--- src/rtl/pipe_ctrl_unit.sv ---
// pipe_ctrl_unit: control path for the 5-stage CPU.
// Decodes the ID opcode into a control bundle and carries it through ID/EX,
// EX/MEM and MEM/WB. It also detects load-use hazards, applies branch
// flushes, produces the EX forwarding selects and counts stall/flush cycles.
//
// Ports
//   clk, rst                  clock, asynchronous active-high reset
//   id_op, id_rs/rt/rd        ID-stage opcode and register fields
//   flush                     branch taken in EX, squash the ID instruction
//   stall                     hold PC and IF/ID (combinational)
//   ex_aluop/alusrc/branch    EX-stage controls
//   ex_rs, ex_rt              EX-stage source addresses
//   fwd_a, fwd_b              00 regfile, 10 EX/MEM result, 01 MEM/WB result
//   mem_memread/memwrite      MEM-stage controls
//   wb_regwrite/memtoreg      WB-stage controls
//   wb_wr_addr                WB destination register
//   illegal_op                EX holds the bubble of an undefined opcode
//   stall_cnt, flush_cnt      saturating performance counters
module pipe_ctrl_unit #(
    parameter int OP_W    = 6,
    parameter int REG_AW  = 5,
    parameter int ALUOP_W = 3,
    parameter int CNT_W   = 16
) (
    input  logic               clk,
    input  logic               rst,
    input  logic [OP_W-1:0]    id_op,
    input  logic [REG_AW-1:0]  id_rs,
    input  logic [REG_AW-1:0]  id_rt,
    input  logic [REG_AW-1:0]  id_rd,
    input  logic               flush,
    output logic               stall,
    output logic [ALUOP_W-1:0] ex_aluop,
    output logic               ex_alusrc,
    output logic               ex_branch,
    output logic [REG_AW-1:0]  ex_rs,
    output logic [REG_AW-1:0]  ex_rt,
    output logic [1:0]         fwd_a,
    output logic [1:0]         fwd_b,
    output logic               mem_memread,
    output logic               mem_memwrite,
    output logic               wb_regwrite,
    output logic               wb_memtoreg,
    output logic [REG_AW-1:0]  wb_wr_addr,
    output logic               illegal_op,
    output logic [CNT_W-1:0]   stall_cnt,
    output logic [CNT_W-1:0]   flush_cnt
);

    localparam logic [OP_W-1:0] OP_ADDI  = OP_W'(8);
    localparam logic [OP_W-1:0] OP_SUBI  = OP_W'(9);
    localparam logic [OP_W-1:0] OP_RTYPE = OP_W'(20);
    localparam logic [OP_W-1:0] OP_LW    = OP_W'(35);
    localparam logic [OP_W-1:0] OP_SW    = OP_W'(43);
    localparam logic [OP_W-1:0] OP_BEQ   = OP_W'(4);

    logic [ALUOP_W-1:0] w_aluop;
    logic               w_regdst, w_memread, w_memtoreg, w_memwrite;
    logic               w_alusrc, w_regwrite, w_branch;
    logic               w_valid, w_rt_src;
    logic [REG_AW-1:0]  w_dest;
    logic               w_hazard, w_bubble;

    logic [ALUOP_W-1:0] r_ex_aluop;
    logic               r_ex_alusrc, r_ex_branch, r_ex_memread, r_ex_memwrite;
    logic               r_ex_regwrite, r_ex_memtoreg, r_illegal;
    logic [REG_AW-1:0]  r_ex_rs, r_ex_rt, r_ex_dest;
    logic               r_mem_memread, r_mem_memwrite, r_mem_regwrite, r_mem_memtoreg;
    logic [REG_AW-1:0]  r_mem_dest;
    logic               r_wb_regwrite, r_wb_memtoreg;
    logic [REG_AW-1:0]  r_wb_dest;
    logic [CNT_W-1:0]   r_stall_cnt, r_flush_cnt;

    always_comb begin
        w_aluop    = '0;
        w_regdst   = 1'b0;
        w_memread  = 1'b0;
        w_memtoreg = 1'b0;
        w_memwrite = 1'b0;
        w_alusrc   = 1'b0;
        w_regwrite = 1'b0;
        w_branch   = 1'b0;
        w_valid    = 1'b1;
        w_rt_src   = 1'b0;
        case (id_op)
            OP_ADDI: begin
                w_alusrc   = 1'b1;
                w_regwrite = 1'b1;
            end
            OP_SUBI: begin
                w_aluop    = ALUOP_W'(1);
                w_alusrc   = 1'b1;
                w_regwrite = 1'b1;
            end
            OP_RTYPE: begin
                w_aluop    = ALUOP_W'(2);
                w_regdst   = 1'b1;
                w_regwrite = 1'b1;
                w_rt_src   = 1'b1;
            end
            OP_LW: begin
                w_memread  = 1'b1;
                w_memtoreg = 1'b1;
                w_alusrc   = 1'b1;
                w_regwrite = 1'b1;
            end
            OP_SW: begin
                w_memwrite = 1'b1;
                w_alusrc   = 1'b1;
                w_rt_src   = 1'b1;
            end
            OP_BEQ: begin
                w_aluop    = ALUOP_W'(1);
                w_branch   = 1'b1;
                w_rt_src   = 1'b1;
            end
            default: w_valid = 1'b0;
        endcase
    end

    assign w_dest = w_regdst ? id_rd : id_rt;

    // rs is a source only for defined opcodes, so an undefined opcode never stalls.
    assign w_hazard = r_ex_memread && (r_ex_dest != '0) &&
                      (((r_ex_dest == id_rs) && w_valid) ||
                       ((r_ex_dest == id_rt) && w_rt_src));
    assign stall    = w_hazard && !flush;
    // Undefined opcodes enter EX as a bubble too; only illegal_op marks them.
    assign w_bubble = flush || w_hazard || !w_valid;

    always_ff @(posedge clk or posedge rst) begin
        if (rst) begin
            r_ex_aluop     <= '0;
            r_ex_alusrc    <= 1'b0;
            r_ex_branch    <= 1'b0;
            r_ex_memread   <= 1'b0;
            r_ex_memwrite  <= 1'b0;
            r_ex_regwrite  <= 1'b0;
            r_ex_memtoreg  <= 1'b0;
            r_ex_rs        <= '0;
            r_ex_rt        <= '0;
            r_ex_dest      <= '0;
            r_illegal      <= 1'b0;
            r_mem_memread  <= 1'b0;
            r_mem_memwrite <= 1'b0;
            r_mem_regwrite <= 1'b0;
            r_mem_memtoreg <= 1'b0;
            r_mem_dest     <= '0;
            r_wb_regwrite  <= 1'b0;
            r_wb_memtoreg  <= 1'b0;
            r_wb_dest      <= '0;
            r_stall_cnt    <= '0;
            r_flush_cnt    <= '0;
        end else begin
            if (w_bubble) begin
                r_ex_aluop    <= '0;
                r_ex_alusrc   <= 1'b0;
                r_ex_branch   <= 1'b0;
                r_ex_memread  <= 1'b0;
                r_ex_memwrite <= 1'b0;
                r_ex_regwrite <= 1'b0;
                r_ex_memtoreg <= 1'b0;
                r_ex_rs       <= '0;
                r_ex_rt       <= '0;
                r_ex_dest     <= '0;
            end else begin
                r_ex_aluop    <= w_aluop;
                r_ex_alusrc   <= w_alusrc;
                r_ex_branch   <= w_branch;
                r_ex_memread  <= w_memread;
                r_ex_memwrite <= w_memwrite;
                r_ex_regwrite <= w_regwrite;
                r_ex_memtoreg <= w_memtoreg;
                r_ex_rs       <= id_rs;
                r_ex_rt       <= id_rt;
                r_ex_dest     <= w_dest;
            end
            // A squashed undefined opcode never executed, so it is not flagged.
            r_illegal      <= !w_valid && !flush;

            r_mem_memread  <= r_ex_memread;
            r_mem_memwrite <= r_ex_memwrite;
            r_mem_regwrite <= r_ex_regwrite;
            r_mem_memtoreg <= r_ex_memtoreg;
            r_mem_dest     <= r_ex_dest;

            r_wb_regwrite  <= r_mem_regwrite;
            r_wb_memtoreg  <= r_mem_memtoreg;
            r_wb_dest      <= r_mem_dest;

            if (stall && (r_stall_cnt != '1))
                r_stall_cnt <= r_stall_cnt + CNT_W'(1);
            if (flush && (r_flush_cnt != '1))
                r_flush_cnt <= r_flush_cnt + CNT_W'(1);
        end
    end

    // EX/MEM result is younger than MEM/WB, so it wins.
    always_comb begin
        fwd_a = 2'b00;
        fwd_b = 2'b00;
        if (r_mem_regwrite && (r_mem_dest != '0) && (r_mem_dest == r_ex_rs))
            fwd_a = 2'b10;
        else if (r_wb_regwrite && (r_wb_dest != '0) && (r_wb_dest == r_ex_rs))
            fwd_a = 2'b01;
        if (r_mem_regwrite && (r_mem_dest != '0) && (r_mem_dest == r_ex_rt))
            fwd_b = 2'b10;
        else if (r_wb_regwrite && (r_wb_dest != '0) && (r_wb_dest == r_ex_rt))
            fwd_b = 2'b01;
    end

    assign ex_aluop     = r_ex_aluop;
    assign ex_alusrc    = r_ex_alusrc;
    assign ex_branch    = r_ex_branch;
    assign ex_rs        = r_ex_rs;
    assign ex_rt        = r_ex_rt;
    assign mem_memread  = r_mem_memread;
    assign mem_memwrite = r_mem_memwrite;
    assign wb_regwrite  = r_wb_regwrite;
    assign wb_memtoreg  = r_wb_memtoreg;
    assign wb_wr_addr   = r_wb_dest;
    assign illegal_op   = r_illegal;
    assign stall_cnt    = r_stall_cnt;
    assign flush_cnt    = r_flush_cnt;

endmodule

--- config.mk ---
export PLATFORM = sky130hd
export DESIGN_NAME = pipe_ctrl_unit
export DESIGN_NICKNAME = d
export VERILOG_FILES = /design/src/rtl/pipe_ctrl_unit.sv
export SDC_FILE = /design/constraint.sdc
export NUM_CORES = 1
export LEC_CHECK = 0
export CAP_MARGIN = 20
export CORE_ASPECT_RATIO = 0.9
export CORE_UTILIZATION = 50
export CTS_CLUSTER_DIAMETER = 60
export DETAILED_ROUTE_END_ITERATION = 8
export MAX_ROUTING_LAYER = met4
export PLACE_DENSITY = 0.82
export SLEW_MARGIN = 20
export SYNTH_ARGS = -nofsm -noshare
export SYNTH_HDL_FRONTEND = slang
export SYNTH_SLANG_ARGS = --single-unit
--- constraint.sdc ---
create_clock -name clk -period 4.36 [get_ports clk]
set_input_delay 0.654 -clock clk [delete_from_list [all_inputs] [get_ports clk]]
set_output_delay 0.654 -clock clk [all_outputs]
set_load 0.02 [all_outputs]
==> out/metrics.yaml <==
logic_synthesis:
  syn_area_um2: 3300
  yosysWarnings: 0
  synth-simple-area-share: 0.230
  avgSynthCellArea_um2: 11.3
  synth_edf_count: 0
  synth_compound_gate_area_share: 0.0349
  syn_inst: 292
  synth.mux.area_fraction: 0.0288
  synthDistinctLibCells: 42
  synth_top_family_by_area: "simple AND/OR/NAND/NOR gates"
  ys_seq_elements: 70
  synth_fa_ha_area_frac: 0.00758
  ys_seq_area_frac: 0.531
  synthXorXnorAreaFrac: 0.149
  async_reset_ff_frac: 1.00
  synth_nets: 318
  ys.flop_type: "dfrtp_1"
worst_setup_path:
  crit_fanout: 9
  crit_path_end_kind: "output port"
  cp.required_ps: 3710
  path_class: "input port to output port"
  cp.arrival_ps: 2940
  crit_path_start_kind: "input port"
drt:
  drc: 0
  wl_um: 7340
  firstDrtPassIters: 4
  final_antenna_net_count: 0
  post_drt_via_cell_ratio: 5.28
  routed-via-count: 2514
  wl_per_cell_um: 15.4
  drt_iter0_drc: 193
cells_and_area:
  syn2layout_area_growth_pct: 35.5
  drive_gt1_frac: 0.0797
  diodes: 0
  design_area_um2: 4470
  nNetsFinal: 410
pwr:
  power.leakage_uw: 0.00204
  powerDensity_nw_per_um2: 360
  peakVddDrop_v: 0.000247
global_routing:
  antenna_found_initial: 0
  track_usage: 0.240
  grt_overflow: 0
  use_met1: 0.315
  grt_pass1_vias: 2442
  met2_usage: 0.368
  grt-busiest-layer: "met2"
  met3_usage: 0.0644
  grt_pass1_wl_um: 12100
  grt_max_degree: 46
min_path:
  worst_hold_path_type: "flip-flop to flip-flop"
clock_network:
  cts_made_buffers: 9
  cts_root_buffer: "clkbuf_8"
  clock_latency_ps: 350
  clockBufferDepth: 2
  cts_setup_buffers: 0
  cts_sinks: 70
  clkTransAtPathRegs_ps: 80
  cts_tree: "yes"
  hold_buffers: 0
  cts_max_level: 3
  postCtsResizedCells: 0
timing:
  timing.setup.tns_ps: 0
  maxSlewViolCount: 0
  slew_headroom: 0.415
  finalCritPeriodShare: 0.824
  rsz0062_at_grt: "no"
  setup_violations: 0
  fmax_mhz: 279
  tightest_slew_ps: 876
  hold_viol: 0
  clock_skew_ps: 8.63
  fin_crit_ps: 3590
run:
  drv_cap: 0
placed_design:
  placed_area_um2: 4230
  gp_congestion: 0.916
  io_buffers: 84
  dp_hpwl_um: 5380
die:
  row_count: 27
  fp.dieH_um: 79.1
  initial_utilization: 0.528
  ios: 86
  dieArea_um2: 6930
  core_um2: 6250
  die_w_um: 87.7
status:
  outcome: "finished clean"
[per-layer routing]
layer / wire, µm / share of wire / vias to the layer above
li1: - / - / 1216
met1: 3400 / 0.46 / 1215
met2: 3520 / 0.48 / 73
met3: 338 / 0.046 / 10
met4: 93 / 0.013 / 0
met5: 0 / 0 / -
[worst paths after layout]
check                      slack (ps)                         to  cells after the start               startpoint
max                               770                      stall                      7                 id_op[3]
min                               350   r_mem_regwrite$_DFF_PP0_                      0  r_ex_regwrite$_DFF_PP0_
max reg2reg                      2060   stall_cnt[3]$_DFFE_PP0P_                      7   r_ex_dest[0]$_DFF_PP0_
min reg2reg                       350   r_mem_regwrite$_DFF_PP0_                      0  r_ex_regwrite$_DFF_PP0_
max in group asynchronous        2670   flush_cnt[3]$_DFFE_PP0P_                      3                      rst
min in group asynchronous         810  flush_cnt[14]$_DFFE_PP0P_                      2                      rst
[per-stage QoR]
stage               power, µW  std cells  hold slack (ps)  utilization  setup slack [ps]
global placement          976        460              335        0.676               862
floorplan                 862        292              331            -              1570
detailed placement        984        460              335        0.676               772
global route             1680        476              363        0.716               634
finish                   1610        476              352        0.716               769
CTS                      1630        476              353        0.716               761
[report_power, final]
group / internal, µW / switching (µW) / total (µW) / leakage (µW)
clock network: 397 / 239 / 636 / 0.000120
registers: 686 / 41.2 / 727 / 0.000954
logic: 120 / 129 / 249 / 0.000964
[cell type report]
cell class | count | area, µm²
inverter | 3 | 11.3
tap | 87 | 109
multi-input combinational | 213 | 1490
timing repair buffer | 87 | 863
clock inverter | 5 | 106
clock buffer | 11 | 141
sequential | 70 | 1750
fill | 427 | 1780
[cell families after synthesis]
group	count (synthesis)
compound gates	17
xor+xnor	56
fa+ha+maj	2
buf+inv	9
flops	70
mux	9
other cells	1
simple gates	128
[layout by cell type, fill, tap and decap left out, drive strengths merged, types with 2 or more instances in the layout]
master          n
or4             5
inv             3
nor3            8
nand4           6
or3             4
clkbuf         11
ha              2
and2           10
o211ai          2
clkdlybuf4s50  84
nand2b          2
a21oi           7
mux2            4
nor4b           3
nand2          17
and3            6
nor2b           3
nand3          23
bufinv          3
nor2           22
mux2i           5
xnor2          26
o21ai           3
buf             3
nor4           12
dfrtp          70
nor3b           2
xor2           30
and4            4
[cells in the mapped netlist, types with 2 or more instances]
master / number / area share
and4_1: 4 / 0.011
nor4b_2: 2 / 0.0091
xnor2_1: 26 / 0.069
nand2b_1: 2 / 0.0038
nor4_1: 6 / 0.011
mux2_1: 4 / 0.014
nand4_1: 6 / 0.011
dfrtp_1: 70 / 0.53
o211ai_1: 2 / 0.0045
nand2_1: 17 / 0.019
ha_1: 2 / 0.0076
buf_6: 3 / 0.010
or4_1: 5 / 0.011
nand3_1: 23 / 0.035
a21oi_1: 7 / 0.011
nor4_2: 6 / 0.023
or3_1: 4 / 0.0076
and2_1: 10 / 0.019
nor3_1: 7 / 0.011
and3_1: 6 / 0.011
o21ai_0: 2 / 0.0030
nor2b_1: 3 / 0.0057
mux2i_1: 5 / 0.015
nor2_1: 22 / 0.025
inv_1: 2 / 0.0023
xor2_1: 30 / 0.080
[worst max-delay path, cell delays in order]
cell and delay (ps):
clkdlybuf4s50_1 580, nor3b_4 320, nand2_1 140, a2111oi_2 330, o211ai_1 150, nor2_1 130
clkdlybuf4s50_1 640
[flip-flops by register name, indices dropped and copies added, names as in the netlist]
name	count
wb_memtoreg	1
r_ex_memwrite	1
r_ex_dest	5
ex_rt	5
ex_alusrc	1
wb_regwrite	1
ex_branch	1
r_mem_regwrite	1
wb_wr_addr	5
ex_rs	5
mem_memwrite	1
ex_aluop	2
r_ex_memtoreg	1
r_ex_regwrite	1
flush_cnt	16
stall_cnt	16
r_mem_dest	5
r_mem_memtoreg	1
illegal_op	1
Note: power is estimated with default switching activity, not from simulation.
